--- src/rtl/mem_stage_if.sv ---
// Word-addressed req/ack data bus between mem_stage (master) and memory (slave).
interface mem_stage_if;
    logic        bus_req_o;
    logic        bus_we_o;
    logic [31:0] bus_addr_o;
    logic [31:0] bus_wdata_o;
    logic [31:0] bus_rdata_i;
    logic        bus_ack_i;

    modport master (
        output bus_req_o, bus_we_o, bus_addr_o, bus_wdata_o,
        input  bus_rdata_i, bus_ack_i
    );

    modport slave (
        input  bus_req_o, bus_we_o, bus_addr_o, bus_wdata_o,
        output bus_rdata_i, bus_ack_i
    );
endinterface

--- src/rtl/mem_stage.sv ---
// Memory-access stage with MEM/WB pipeline register over a req/ack data bus.
// Optional bus-timeout abort enabled by defining MEM_TIMEOUT_EN.
module mem_stage #(
    parameter int unsigned TIMEOUT  = 16,
    parameter logic [31:0] ERR_DATA = 32'hDEADBEEF
) (
    input  logic             clk,
    input  logic             rst,
    input  logic             valid_i,
    input  logic [31:0]      result_i,
    input  logic [31:0]      MemData_i,
    input  logic             MemToReg_i,
    input  logic             MemWrite_i,
    input  logic             ALUToReg_i,
    input  logic [4:0]       WriteRegDst_i,
    output logic             stall_o,
    mem_stage_if.master      bus,
    output logic [31:0]      wb_data_o,
    output logic             RegWrite_o,
    output logic [4:0]       WriteRegDst_o,
    output logic             bus_err_o
);

    typedef enum logic [1:0] {
        IDLE   = 2'd0,
        ACCESS = 2'd1,
        DONE   = 2'd2
    } state_t;

    state_t      state, state_d;
    logic        mem_op;
    logic        req_q, req_d;
    logic        we_q, we_d;
    logic [31:0] addr_q, addr_d;
    logic [31:0] wdata_q, wdata_d;
    logic [31:0] wb_data_q, wb_data_d;
    logic        reg_write_q, reg_write_d;
    logic [4:0]  dst_q, dst_d;

`ifdef MEM_TIMEOUT_EN
    localparam logic [7:0] TIMEOUT_CNT = 8'(TIMEOUT);
    logic [7:0] cnt_q, cnt_d;
    logic       err_q, err_d;
`endif

    // A load-and-store (both flags set) is illegal and degrades to a store via we = MemWrite_i.
    assign mem_op  = valid_i & (MemToReg_i | MemWrite_i);
    assign stall_o = ~rst & (((state == IDLE) & mem_op) | (state == ACCESS));

    assign bus.bus_req_o   = req_q;
    assign bus.bus_we_o    = we_q;
    assign bus.bus_addr_o  = addr_q;
    assign bus.bus_wdata_o = wdata_q;
    assign wb_data_o       = wb_data_q;
    assign RegWrite_o      = reg_write_q;
    assign WriteRegDst_o   = dst_q;

    always_comb begin
        // NOTE: every signal gets a default before the case so no path leaves one unassigned (no latch).
        state_d     = state;
        req_d       = req_q;
        we_d        = we_q;
        addr_d      = addr_q;
        wdata_d     = wdata_q;
        wb_data_d   = wb_data_q;
        reg_write_d = 1'b0;
        dst_d       = dst_q;
`ifdef MEM_TIMEOUT_EN
        cnt_d       = cnt_q;
        err_d       = err_q;
`endif
        unique case (state)
            IDLE: begin
                if (mem_op) begin
                    addr_d  = result_i;
                    wdata_d = MemData_i;
                    we_d    = MemWrite_i;
                    req_d   = 1'b1;
                    state_d = ACCESS;
`ifdef MEM_TIMEOUT_EN
                    cnt_d   = 8'd0;
`endif
                end else begin
                    wb_data_d   = result_i;
                    reg_write_d = valid_i & ALUToReg_i;
                    dst_d       = WriteRegDst_i;
                end
            end
            ACCESS: begin
                if (bus.bus_ack_i) begin
                    req_d   = 1'b0;
                    state_d = DONE;
                    dst_d   = WriteRegDst_i;
                    if (we_q) begin
                        wb_data_d = addr_q;
                    end else begin
                        wb_data_d   = bus.bus_rdata_i;
                        reg_write_d = 1'b1;
                    end
                end
`ifdef MEM_TIMEOUT_EN
                else begin
                    cnt_d = cnt_q + 8'd1;
                    // Abort on the TIMEOUT-th unacknowledged cycle; ack has priority above.
                    if (cnt_d == TIMEOUT_CNT) begin
                        req_d   = 1'b0;
                        state_d = DONE;
                        err_d   = 1'b1;
                        if (!we_q) begin
                            wb_data_d   = ERR_DATA;
                            reg_write_d = 1'b1;
                            dst_d       = WriteRegDst_i;
                        end
                    end
                end
`endif
            end
            DONE: begin
                // Upstream advances this cycle; the next instruction is evaluated in IDLE.
                state_d = IDLE;
            end
            default: begin
                state_d = IDLE;
                req_d   = 1'b0;
            end
        endcase
    end

    // NOTE: sequential state uses non-blocking assignments so all registers update from pre-edge values.
    always_ff @(posedge clk or posedge rst) begin
        if (rst) begin
            state       <= IDLE;
            req_q       <= 1'b0;
            we_q        <= 1'b0;
            addr_q      <= 32'd0;
            wdata_q     <= 32'd0;
            wb_data_q   <= 32'd0;
            reg_write_q <= 1'b0;
            dst_q       <= 5'd0;
        end else begin
            state       <= state_d;
            req_q       <= req_d;
            we_q        <= we_d;
            addr_q      <= addr_d;
            wdata_q     <= wdata_d;
            wb_data_q   <= wb_data_d;
            reg_write_q <= reg_write_d;
            dst_q       <= dst_d;
        end
    end

`ifdef MEM_TIMEOUT_EN
    always_ff @(posedge clk or posedge rst) begin
        if (rst) begin
            cnt_q <= 8'd0;
            err_q <= 1'b0;
        end else begin
            cnt_q <= cnt_d;
            err_q <= err_d;
        end
    end

    assign bus_err_o = err_q;
`else
    assign bus_err_o = 1'b0;
`endif

endmodule

--- src/flat_wrapper.sv ---
// flat-port wrapper written by rule: the top's interface ports become plain ports
module mem_stage_flat 
#(
    parameter int unsigned TIMEOUT  = 16,
    parameter logic [31:0] ERR_DATA = 32'hDEADBEEF
)
  (clk, rst, valid_i, result_i, MemData_i, MemToReg_i, MemWrite_i, ALUToReg_i, WriteRegDst_i, stall_o, wb_data_o, RegWrite_o, WriteRegDst_o, bus_err_o, bus_bus_req_o, bus_bus_we_o, bus_bus_addr_o, bus_bus_wdata_o, bus_bus_rdata_i, bus_bus_ack_i);
  mem_stage_if bus_i ();
  input  logic clk;
  input  logic rst;
  input  logic valid_i;
  input  logic [31:0] result_i;
  input  logic [31:0] MemData_i;
  input  logic MemToReg_i;
  input  logic MemWrite_i;
  input  logic ALUToReg_i;
  input  logic [4:0] WriteRegDst_i;
  output logic stall_o;
  output logic [31:0] wb_data_o;
  output logic RegWrite_o;
  output logic [4:0] WriteRegDst_o;
  output logic bus_err_o;
  output wire logic [$bits(bus_i.bus_req_o)-1:0] bus_bus_req_o;
  output wire logic [$bits(bus_i.bus_we_o)-1:0] bus_bus_we_o;
  output wire logic [$bits(bus_i.bus_addr_o)-1:0] bus_bus_addr_o;
  output wire logic [$bits(bus_i.bus_wdata_o)-1:0] bus_bus_wdata_o;
  input wire logic [$bits(bus_i.bus_rdata_i)-1:0] bus_bus_rdata_i;
  input wire logic [$bits(bus_i.bus_ack_i)-1:0] bus_bus_ack_i;
  assign bus_bus_req_o = bus_i.bus_req_o;
  assign bus_bus_we_o = bus_i.bus_we_o;
  assign bus_bus_addr_o = bus_i.bus_addr_o;
  assign bus_bus_wdata_o = bus_i.bus_wdata_o;
  assign bus_i.bus_rdata_i = bus_bus_rdata_i;
  assign bus_i.bus_ack_i = bus_bus_ack_i;
  mem_stage #(.TIMEOUT(TIMEOUT), .ERR_DATA(ERR_DATA)) u_core (.clk(clk), .rst(rst), .valid_i(valid_i), .result_i(result_i), .MemData_i(MemData_i), .MemToReg_i(MemToReg_i), .MemWrite_i(MemWrite_i), .ALUToReg_i(ALUToReg_i), .WriteRegDst_i(WriteRegDst_i), .stall_o(stall_o), .bus(bus_i), .wb_data_o(wb_data_o), .RegWrite_o(RegWrite_o), .WriteRegDst_o(WriteRegDst_o), .bus_err_o(bus_err_o));
endmodule
--- config.mk ---
export PLATFORM = sky130hd
export DESIGN_NAME = mem_stage_flat
export DESIGN_NICKNAME = d
export VERILOG_FILES = /design/src/rtl/mem_stage_if.sv /design/src/rtl/mem_stage.sv /design/src/flat_wrapper.sv
export SDC_FILE = /design/constraint.sdc
export NUM_CORES = 1
export LEC_CHECK = 0
export ABC_CLOCK_PERIOD_IN_PS = 7500
export CAP_MARGIN = 20
export CORE_AREA = 2 2 147 77
export DETAILED_ROUTE_END_ITERATION = 10
export DIE_AREA = 0 0 149 79
export PLACE_DENSITY = 0.85
export SETUP_SLACK_MARGIN = 0.05
export SLEW_MARGIN = 20
export SYNTH_ARGS = -nofsm -noshare
export SYNTH_HDL_FRONTEND = slang
export SYNTH_SLANG_ARGS = --single-unit
export TNS_END_PERCENT = 20
--- constraint.sdc ---
create_clock -name clk -period 7.5 [get_ports clk]
set_clock_uncertainty 0.15 [all_clocks]
set_input_delay 1.5 -clock clk [delete_from_list [all_inputs] [get_ports clk]]
set_output_delay 1.5 -clock clk [all_outputs]
set_load 0.005 [all_outputs]
==> results of run 1 <==
[layout make-up]
cell class                      instances  area, sq um
Fill cell                             781         3427
Sequential cell                       106         2654
Timing Repair Buffer                  218         2187
Multi-Input combinational cell        184         1854
Clock buffer                           12        256.5
Tap cell                              145        181.4
Clock inverter                          4        33.78
Inverter                                3        13.76
[cell families after synthesis]
group,after synthesis,share of synthesized area
other,1,0.0008063
buffers and inverters,25,0.03363
AOI/OAI and AO/OA,38,0.07694
muxes,102,0.2787
DFF,106,0.5704
and+or+nand+nor,43,0.03955
[sequential cells by signal, indices dropped and copies added (netlist names)]
| name | count |
|---|---|
| u_core.WriteRegDst_o | 5 |
| u_core.bus.bus_req_o | 1 |
| u_core.wb_data_o | 32 |
| u_core.RegWrite_o | 1 |
| u_core.bus.bus_we_o | 1 |
| u_core.bus.bus_addr_o | 32 |
| u_core.state | 2 |
| u_core.bus.bus_wdata_o | 32 |
[routing by layer]
metal | global-route usage | vias up | routed length, um
li1 | - | 1560 | -
met1 | 0.2930 | 1722 | 5548
met2 | 0.3498 | 158 | 5945
met3 | 0.07701 | 16 | 1121
met4 | 0.05429 | 0 | 156
met5 | 0 | - | 0
[Yosys cell counts, types with 2 or more instances]
| master | count | area share |
|---|---|---|
| o21ai_0 | 3 | 0.0032 |
| buf_6 | 6 | 0.015 |
| mux2_4 | 50 | 0.16 |
| dfrtp_1 | 106 | 0.57 |
| nand2_1 | 3 | 0.0024 |
| buf_2 | 11 | 0.012 |
| mux2i_1 | 32 | 0.069 |
| clkbuf_1 | 4 | 0.0032 |
| nor2_1 | 33 | 0.027 |
| nand3b_1 | 2 | 0.0032 |
| inv_1 | 3 | 0.0024 |
| a221o_1 | 32 | 0.069 |
| mux2_2 | 20 | 0.048 |
[final timing paths]
path                            cells past startpoint                                     to                             start
worst min-delay path                                2       u_core.bus.bus_req_o$_DFFE_PP0P_  u_core.bus.bus_req_o$_DFFE_PP0P_
min in group asynchronous                           2    u_core.WriteRegDst_o[3]$_DFFE_PP0P_                               rst
worst max-delay path                                5                                stall_o                        MemWrite_i
max in group asynchronous                           3        u_core.bus.bus_we_o$_DFFE_PP0P_                               rst
worst min register to register                      2       u_core.bus.bus_req_o$_DFFE_PP0P_  u_core.bus.bus_req_o$_DFFE_PP0P_
worst max register to register                      4  u_core.bus.bus_addr_o[13]$_DFFE_PP0P_       u_core.state[0]$_DFFE_PP0P_
[critical path, cell delays in order]
cell	delay [ns]
clkdlybuf4s50_1	0.50
nor2_1	0.08
nand3b_1	0.21
a21oi_1	0.20
clkdlybuf4s50_1	0.52
[stage by stage]
stage	utilization	hold WS, ns
final	0.6769	0.3526
after global placement	0.6470	0.3172
after CTS	0.6769	0.3597
after global routing	0.6769	0.3681
after floorplan	-	0.3186
after detailed placement	0.6496	0.3433
[power groups by stage]
stage | Combinational, W | Sequential (W) | Clock (W)
after floorplan | 0.000423 | 0.000915 | 0
after global placement | 0.000970 | 0.000911 | 0
after detailed placement | 0.00100 | 0.000918 | 0
after CTS | 0.00100 | 0.000916 | 0.000464
after global routing | 0.00106 | 0.000942 | 0.000490
final | 0.000990 | 0.000916 | 0.000456
==> results.md, run 1 <==
Status:
- The flow ran to the end, and the final reports show no timing, DRC or antenna violations.

Timing:
- Based on the critical path, the design can be clocked at up to 214.3 MHz.
- The part of the cycle the worst path needs is 0.6222.
- The worst path meets setup with 2.834 ns of slack.
- Setup repair after global routing left no endpoint under its margin.
- The final hold violation count was 0.
- The number of setup violations in the final report is 0.
- The actual slew at the worst max-slew pin is 0.8301 ns.
- The worst relative slew slack is 0.4466.
- The post-route minimum period is 4.666 ns.
- The max-slew violation total from the final report is 0.
- The total negative setup slack is 0 ns.

Global route:
- Entering global routing, the biggest net connects 61 pins.
- The total overflow reported by the global router is 0.
- The first global-routing pass estimated 19900 um of wire.
- Across every metal layer, demand over resource in global routing totals 0.2205.
- The via count of the first global-routing pass was 3637.
- The initial antenna violation count is 0.

Placement:
- During placement, the flow inserted port buffers numbering 212.
- In this run the cell area measured after placement is 0.006890 sq mm.
- The worst-case setup slack after placement is 2.838 ns.
- The HPWL after detailed placement is 9181 um.
- The number of placed instances, taps included, is 656.
- At the end of routability-driven placement, the weighted congestion stood at 0.8153.

Run:
- The number of max-cap violations is 0.

Pwr:
- The analysis attributes to cell leakage a power of 3.106 nW.
- The power density normalized to cell area is 328.8 mW/mm^2.
- The switching part of the total power is 0.2851.
- The switching component of the power is 0.0006732 W.
- Of the total power, the clock network draws 0.193.
- The internal power contribution is 0.001688 W.
- The combinational share of power is 0.419.
- The share of total power in sequential cells is 0.388.
- The total design power is 0.002361 W.
- VDD sags by at most 0.1602 mV.

Routing:
- The first detailed-routing pass ran for 4 iterations.
- The total number of vias is 3456.
- In the routed layout, each cell is associated on average with a via count of 5.143.
- Wires add up to 12770 um.
- Dividing the detail-routed wire length by the instance count gives 19.01 um.
- The count of routing violations after the opening detailed-route iteration is 112.
- The remaining antenna violation count is 0.
- The count of unresolved DRC violations after routing is 0.

Critical path:
- The maximum net fanout on the critical path is 3.
- For the worst setup path, the data required time is 5.85 ns.
- The register-to-register setup slack is 4.89 ns.
- The worst setup path is captured at a primary output.
- Data on the critical path arrives at its endpoint at 3.02 ns.
- STA classifies the critical path startpoint as a primary input.
- The type of the worst setup path is primary input to primary output.

Floorplanning:
- The number of I/O pins is 214.
- The die covers 0.01177 sq mm.
- The horizontal die dimension is 149 um.
- The initial utilization of the core area, before any placement, comes to 0.4384.
- In this run the vertical extent of the chip is 79 um.
- The area of the core is 0.01061 sq mm.
- The floorplan has 27 rows.

Cells and area:
- Leaving out fill and tap cells, the most frequent cell in the layout is clkdlybuf4s50_1.
- The finished cells cover 0.007181 sq mm.
- The area added between synthesis and finish is 54.40%.
- In the layout the commonest cells are 212 x clkdlybuf4s50_1, 105 x dfrtp_1, 50 x mux2_4.
- Excluding fillers, the count of instances in the completed layout stands at 672.
- Of the cells placed in the final design, the portion with a size suffix greater than 1 is 0.1822.
- The repair_antennas step left the layout with diodes totalling 0.
- The total number of nets in the final design is 630.

Synthesis:
- The number of warning messages in the yosys log is 0.
- Among all flip-flop cells after synthesis, the most frequent one is dfrtp_1.
- The synthesized design contains 0 enable-type register cells.
- The post-synthesis instance total is 315.
- The number of nets handed over by synthesis was 423.
- The fraction of registers with async set or reset after synthesis is 1.000.
- In this run, distinct cell masters in the synthesized netlist total 23.
- In this run, synthesis produced a sequential element count of 106.
- The share of the Yosys chip area taken by registers is 0.5704.
- The average size of a mapped cell is 14.76 sq um.
- In this run the cell area of the synthesized design comes to 0.004651 sq mm.

CTS:
- The number of buffers added by the clock tree synthesis step is 9.
- The number of resized instances in the post-cts repair step is 0.
- Clock-pin slew was measured on the worst setup and hold paths at 0.07 ns.
- The root buffer cell is clkbuf_16.
- TritonCTS built the clock tree.
- At the later pin of the worst-skew pair, clock insertion delay measures 0.34 ns.
- The clock tree synthesis step divided the H-tree into 3 levels.
- After clock tree synthesis, the flow added hold-fix buffers numbering 0.
- The clock net in this run drives a total of 106 sinks.
- Post-CTS timing repair inserted 0 buffers for setup.
- Counting along the longest clock path gives a buffer depth of 2.

Worst hold path:
- The classification of the worst-slack hold path is register to register.
Power figures use the tool's default switching activity.
==> run 2: changes to the inputs <==
- ABC_CLOCK_PERIOD_IN_PS: 7500 -> 4110
- CORE_AREA: 2 2 147 77 -> 2 2 160 84
- DIE_AREA: 0 0 149 79 -> 0 0 162 86
- PLACE_DENSITY: 0.85 -> 0.76
- clock period: 7.5 -> 4.11 ns (I/O delays scaled with it)
==> run 2 against run 1 <==
  * Sequential share of layout area shrank 0.19 points
  * Non-clock buffer count unchanged
  * Die area rose by 18%
  * Combinational power rose by 80%
  * Count of clock-buffer cells in the layout unchanged
  * Cell count up 3.7%
  * Setup slack got worse by 2.0 ns
  * Critical path type unchanged
  * Clock power rose by 80%
==> results.md, run 2 (synthesis gave the netlist of run 1 again) <==
Cells and area:
- The library cells used most frequently in the layout, excluding fill and tap cells, are 212 x clkdlybuf4s50_1, 105 x dfrtp_1, 50 x mux2_4.
- The area added between synthesis and finish is 55.21%.
- The number of antenna cells inserted is 0 (unchanged).
- The non-filler instance count after layout came to 697 (+3.7%).
- The most common cell after layout, fill and taps aside is clkdlybuf4s50_1.
- The fraction of layout instances using a drive strength above 1 is 0.1822 (unchanged).
- The total number of nets in the final design was 630 (unchanged).

Worst hold path:
- In this run the most critical hold path is launched from u_core.bus.bus_wdata_o[1]$_DFFE_PP0P_.
- The min-delay analysis places its worst path in the category register to register.
- The endpoint of the worst hold-timing path is u_core.bus.bus_wdata_o[1]$_DFFE_PP0P_.
- The number of stages on the worst hold path was 1 (-1).

Timing:
- The total negative setup slack is 0 ns (unchanged).
- The worst relative slew slack was 0.5278 (+0.08121).
- The final hold violation count is 0 (unchanged).
- The max-slew violation total from the final report is 0 (unchanged).
- The number of setup violations in the final report came to 0 (unchanged).
- For this run, the top clock speed supported by timing is 303.2 MHz.
- The part of the cycle the worst path needs is 0.8023.
- The actual slew at the worst max-slew pin is 0.7049 ns (-0.1252 ns).
- Setup repair after global routing left no endpoint under its margin.
- The worst path in the final design needs a cycle of 3.298 ns, including I/O delays and setup.

Routing:
- The ratio of routed vias to standard cells came to 4.862 (-5.5%).
- The routed wire length is 12610 um (-1.3%).
- The remaining antenna violation count is 0 (unchanged).
- The count of unresolved DRC violations after routing is 0 (unchanged).
- The routed wire length per instance is 18.09 um (-4.8%).
- The number of iterations in the first detailed-routing pass was 4 (unchanged).
- The count of routing violations after the opening detailed-route iteration is 195 (+74%).
- The total number of vias is 3389 (-1.9%).

Global route:
- The total overflow reported by the global router came to 0 (unchanged).
- The global-route usage over all layers is 0.1819 (-0.03859).
- The initial antenna violation count is 0 (unchanged).
- The maximum number of pins on one net before global-route repair is 62 (+1.6%).
- The global-route wire length before repair came to 19780 um (-0.62%).
- The via count of the first global-routing pass came to 3586 (-1.4%).

Floorplanning:
- The number of rows in the core area is 29 (+7.4%).
- The area enclosed by the die boundary came to 0.01393 sq mm (+18%).
- The number of I/O pins is 214 (unchanged).
- The horizontal die dimension is 162 um (+8.7%).
- The die extent in y was 86 um (+8.9%).
- The starting density of the core was 0.3748 (-0.06366).
- The area of the core is 0.01241 sq mm (+17%).

Placement:
- The count of placed standard cells including taps is 681 (+3.8%).
- The weighted congestion reported at the end of routability-driven placement is 0.8701 (+6.7%).
- The number of I/O port buffers is 212 (unchanged).
- The HPWL after detailed placement is 9014 um (-1.8%).

Critical path:
- The worst register-to-register path begins at u_core.state[0]$_DFFE_PP0P_.
- The critical path endpoint category is a primary output.
- STA classifies the critical path startpoint as a primary input.
- The endpoint identified for the worst register-to-register timing path is u_core.bus.bus_addr_o[9]$_DFFE_PP0P_.
- The register-to-register setup slack is 1.84 ns (-3.05 ns).
- The data arrival time of the critical path came to 2.33 ns (-0.69 ns).
- The type of the worst setup path is primary input to primary output.
- The maximum net fanout on the critical path came to 3 (unchanged).
- Among all stages on the critical path, the largest delay is contributed by clkdlybuf4s50_1.
- The delay of the slowest cell on the worst path is 0.53 ns (about the same).
- The signal on the critical path passes through clkdlybuf4s50_1 -> nor2_1 -> nand3b_1 -> a21oi_1 -> clkdlybuf4s50_1.
- The required time at the worst-slack endpoint is 3.14 ns (-2.71 ns).
- The length in cells of the worst reg-to-reg path is 4 (unchanged).
- The most frequent cell on the critical path is clkdlybuf4s50_1.

CTS:
- The root buffer cell is clkbuf_16.
- The number of buffers between clock root and the deepest sink is 2 (unchanged).
- The number of resized instances in the post-cts repair step is 0 (unchanged).
- TritonCTS built the clock tree.
- The worst-skew pair later-pin latency came to 0.33 ns (about the same).
- The TritonCTS sink count is 106 (unchanged).
- The buffers inserted during post-CTS setup optimization came to 0 (unchanged).
- The count of hold-fix buffers inserted at cts is 0 (unchanged).
- The number of buffers added by the clock tree synthesis step is 9 (unchanged).
- The clock-pin slew reported for the worst setup and hold paths after clock tree synthesis is 0.06 ns (about the same).
- The number of levels the H-tree was split into is 3 (unchanged).

Pwr:
- The leakage component of the power is 3.110 nW (+0.13%).
- The worst voltage drop across the vdd grid is 0.3488 mV (+120%).
- The power density normalized to cell area came to 593.0 mW/mm^2 (+80%).

Status:
- The run finished with clean final reports.

Run:
- The number of max-cap violations was 0 (unchanged).
==> run 2: where the power goes <==
group          total [W]  internal, W  switching [W]  leakage (nW)
logic            0.00178      0.00121       0.000572          1.70
registers        0.00168      0.00141       0.000265          1.26
clock network   0.000820     0.000450       0.000370         0.143
total            0.00428      0.00307        0.00121          3.11
==> run 2: layout make-up <==
class / count / area [sq um]
Clock buffer: 12 / 256.5
Fill cell: 1011 / 5191
Tap cell: 170 / 212.7
Inverter: 3 / 13.76
Multi-Input combinational cell: 184 / 1854
Sequential cell: 106 / 2654
Timing Repair Buffer: 218 / 2192
Clock inverter: 4 / 35.03
==> run 2: metrics by stage <==
step	instance area, sq um	worst slack (ns)	utilization	hold WS (ns)	total power, W
after global routing	7218	0.7696	0.5817	0.3857	0.004513
after CTS	7218	0.8228	0.5817	0.3660	0.004334
after global placement	6927	0.8833	0.5582	0.3375	0.003454
after floorplan	4651	0.3491	-	0.3186	0.002442
final	7218	0.8124	0.5817	0.3665	0.004280
after detailed placement	6927	0.8320	0.5582	0.3444	0.003486
==> run 2: layer usage <==
layer  up-vias  part of all wire  global-route usage  wire [um]
met3         6             0.094             0.06963       1190
li1       1561                 -                   -          -
met2       145              0.43              0.2743       5445
met5         -                 0                   0          0
met4         0            0.0056             0.02977         70
met1      1677              0.47              0.2546       5903
==> run 2: how the worst max path moves through the flow <==
stage                from                          end  depth (start not counted)
2_1_floorplan         rst  u_core.RegWrite_o$_DFF_PP0_                          1
3_3_place_gp   MemWrite_i                      stall_o                          5
3_5_place_dp   MemWrite_i                      stall_o                          5
4_1_cts        MemWrite_i                      stall_o                          5
5_1_grt        MemWrite_i                      stall_o                          5
6_report       MemWrite_i                      stall_o                          5
==> run 2: worst max-delay path, delay by kind of cell <==
kind	cells	cell delay (ns)
AND/OR/NAND/NOR	2	0.30
AO/OA/AOI/OAI	1	0.16
buffers and inverters	2	1.05
==> run 3: changes to the inputs <==
- ABC_CLOCK_PERIOD_IN_PS: 4110 -> 2900
- clock period: 4.11 -> 2.9 ns (I/O delays scaled with it)
==> run 3 against run 2 <==
  * Non-clock buffer count grew 3
  * Die area is the same
  * Via count grew 2.1%
  * Count of clock-buffer cells in the layout decreased by 3
  * First-iteration DRC count grew 10%
  * Sequential cell count stayed put
  * Design area increased by 0.33%
  * Setup slack worse by 0.69 ns
==> results.md, run 3 (synthesis gave the netlist of run 1 again) <==
Cells and area:
- The number of antenna cells inserted is 0 (unchanged).
- The total number of nets in the final design came to 633 (+0.48%).
- The library cells used most frequently in the layout, excluding fill and tap cells, are 212 x clkdlybuf4s50_1, 105 x dfrtp_1, 50 x mux2_4.
- The fraction of layout instances using a drive strength above 1 is 0.1906 (+0.008403).
- Leaving out fill and tap cells, the most frequent cell in the layout is clkdlybuf4s50_1.
- The non-filler instance count after layout is 700 (+0.43%).
- The area added between synthesis and finish is 55.72%.

Timing:
- The max-slew violation total from the final report came to 0 (unchanged).
- The worst relative slew slack is 0.6172 (+0.08933).
- Timing would allow up to 359.9 MHz.
- The post-route worst setup slack came to 0.1214 ns (-0.6910 ns).
- The actual slew at the worst max-slew pin is 0.5743 ns (-0.1306 ns).
- The post-route minimum period is 2.779 ns.
- Of the available clock period, the critical path in the final layout requires 0.9582.
- The number of setup violations in the final report came to 0 (unchanged).
- The minimum hold slack came to 0.3508 ns (-0.01565 ns).
- The final hold violation count is 0 (unchanged).
- The total negative setup slack came to 0 ns (unchanged).
- Setup repair after global routing left no endpoint under its margin.

CTS:
- The number of buffers added by the clock tree synthesis step is 9 (unchanged).
- The clock-pin slew reported for the worst setup and hold paths after clock tree synthesis is 0.07 ns (about the same).
- The worst-skew pair later-pin latency was 0.34 ns (about the same).
- The TritonCTS sink count is 106 (unchanged).
- The root buffer cell is clkbuf_16.
- The count of hold-fix buffers inserted at cts was 0 (unchanged).
- The number of buffers between clock root and the deepest sink is 2 (unchanged).
- The number of levels the H-tree was split into was 3 (unchanged).
- The CTS tree is done.

Global route:
- The initial antenna violation count was 0 (unchanged).
- The maximum number of pins on one net before global-route repair was 107 (+73%).
- The global-route wire length before repair is 20290 um (+2.6%).
- The via count of the first global-routing pass was 3756 (+4.7%).
- The total overflow reported by the global router was 0 (unchanged).
- The global-route usage over all layers is 0.1871 (+0.005181).

Pwr:
- The portion of total power attributed to the clock network is 0.189 (-0.003).
- The total design power is 0.006077 W (+42%).
- The combinational share of power was 0.415 (about the same).
- The internal power contribution is 0.004321 W (+41%).
- The switching component of the power was 0.001756 W (+45%).
- The switching part of the total power is 0.2889 (+0.006949).
- The power density normalized to cell area was 839.1 mW/mm^2 (+41%).
- The worst voltage drop across the vdd grid is 0.3718 mV (+6.6%).
- The leakage component of the power is 3.121 nW (+0.35%).
- The share of total power in sequential cells is 0.397 (+0.005).

Placement:
- The number of I/O port buffers is 212 (unchanged).
- The count of placed standard cells including taps is 684 (+0.44%).
- The worst-case setup slack after placement is 0.1233 ns (-0.7087 ns).
- The weighted congestion reported at the end of routability-driven placement was 0.8844 (+1.6%).
- The HPWL after detailed placement came to 9372 um (+4.0%).

Floorplanning:
- The die extent in y is 86 um (unchanged).
- The horizontal die dimension is 162 um (unchanged).
- The number of rows in the core area is 29 (unchanged).
- The area of the core is 0.01241 sq mm (unchanged).
- The area enclosed by the die boundary is 0.01393 sq mm (unchanged).
- The starting density of the core is 0.3748 (unchanged).
- The number of I/O pins was 214 (unchanged).

Routing:
- The routed wire length was 12980 um (+2.9%).
- The ratio of routed vias to standard cells came to 4.943 (+1.7%).
- The count of unresolved DRC violations after routing is 0 (unchanged).
- The number of iterations in the first detailed-routing pass came to 4 (unchanged).
- The routed wire length per instance came to 18.54 um (+2.5%).
- The count of routing violations after the opening detailed-route iteration is 215 (+10%).
- The remaining antenna violation count was 0 (unchanged).
- The total number of vias came to 3460 (+2.1%).

Critical path:
- The cell at the slowest stage of the critical path is clkdlybuf4s50_1.
- The type of the worst setup path is primary input to primary output.
- STA classifies the critical path endpoint as a primary output.
- Walking the worst path, the cells encountered are clkdlybuf4s50_1 -> nor2_1 -> nand3b_1 -> a21oi_2 -> clkdlybuf4s50_1.
- The maximum net fanout on the critical path is 3 (unchanged).
- The delay of the slowest cell on the worst path is 0.51 ns (-0.02 ns).
- The data arrival time of the critical path came to 2.05 ns (-0.28 ns).
- The start point of the critical path is MemWrite_i.
- The required time at the worst-slack endpoint is 2.17 ns (-0.97 ns).
- The cell that appears most often on the critical path is clkdlybuf4s50_1.
- In this run the critical register-to-register path is launched from u_core.bus.bus_we_o$_DFFE_PP0P_.
- STA classifies the critical path startpoint as a primary input.

Status:
- The run finished with clean final reports.

Worst hold path:
- The start point of the worst min-delay path is u_core.bus.bus_req_o$_DFFE_PP0P_.
- The tightest min-delay check is of the register to register type.

Run:
- The number of max-cap violations is 0 (unchanged).
run 3: cell count changes in the layout (fill, tap and decap cells not counted), moves of 2 or more:
cell,delta
clkinv_2,+3
clkinv_4,-3
inv_6,+3
buf_4,+2
clkbuf_8,-2
run 3: power by group through the flow:
stage / logic [W] / registers [W] / clock network [W]
floorplan: 0.00109 / 0.00237 / 0
global placement: 0.00251 / 0.00240 / 0
detailed placement: 0.00254 / 0.00242 / 0
CTS: 0.00255 / 0.00242 / 0.00119
global route: 0.00269 / 0.00249 / 0.00125
finish: 0.00252 / 0.00241 / 0.00115
run 3: layout make-up:
class | instances | area, sq um
clock inverter | 7 | 50.05
clock buffer | 9 | 225.2
multi-input combinational | 184 | 1858
inverter | 3 | 15.01
timing repair buffer | 221 | 2227
fill | 986 | 5167
tap | 170 | 212.7
sequential | 106 | 2654
run 3: per-stage QoR:
| stage | util | area [sq um] |
|---|---|---|
| 6_report | 0.5836 | 7242 |
| 5_1_grt | 0.5836 | 7242 |
| 4_1_cts | 0.5833 | 7238 |
| 3_5_place_dp | 0.5611 | 6963 |
| 3_3_place_gp | 0.5611 | 6963 |
| 2_1_floorplan | - | 4654 |
run 3: path summary, 6_finish.rpt:
path                            slack, ns  depth (start not counted)                                    end
worst min-delay path                 0.35                          2       u_core.bus.bus_req_o$_DFFE_PP0P_
min in group asynchronous            0.67                          3    u_core.WriteRegDst_o[3]$_DFFE_PP0P_
max in group asynchronous            1.48                          3  u_core.bus.bus_addr_o[15]$_DFFE_PP0P_
worst max-delay path                 0.12                          5                                stall_o
worst max register to register       0.86                          4       u_core.wb_data_o[29]$_DFFE_PP0P_
worst min register to register       0.35                          2       u_core.bus.bus_req_o$_DFFE_PP0P_
run 3: metal layers:
layer  track usage  share of wire  vias to the layer above
met3       0.06915          0.094                        8
met2        0.2851           0.43                      156
met5             0              0                        -
li1              -              -                     1566
met4       0.03620         0.0047                        0
met1        0.2586           0.47                     1730
run 3: what timing repair did:
action | in CTS | in global routing
buffers inserted | 0 | 0
resized for setup | 0 | 1
endpoints found under the setup margin | 0 | 1
run 3: worst max-delay path, delay by kind of cell:
family	cells	cell delay, ns
AO/OA/AOI/OAI	1	0.15
buffers and inverters	2	1.01
AND/OR/NAND/NOR	2	0.30
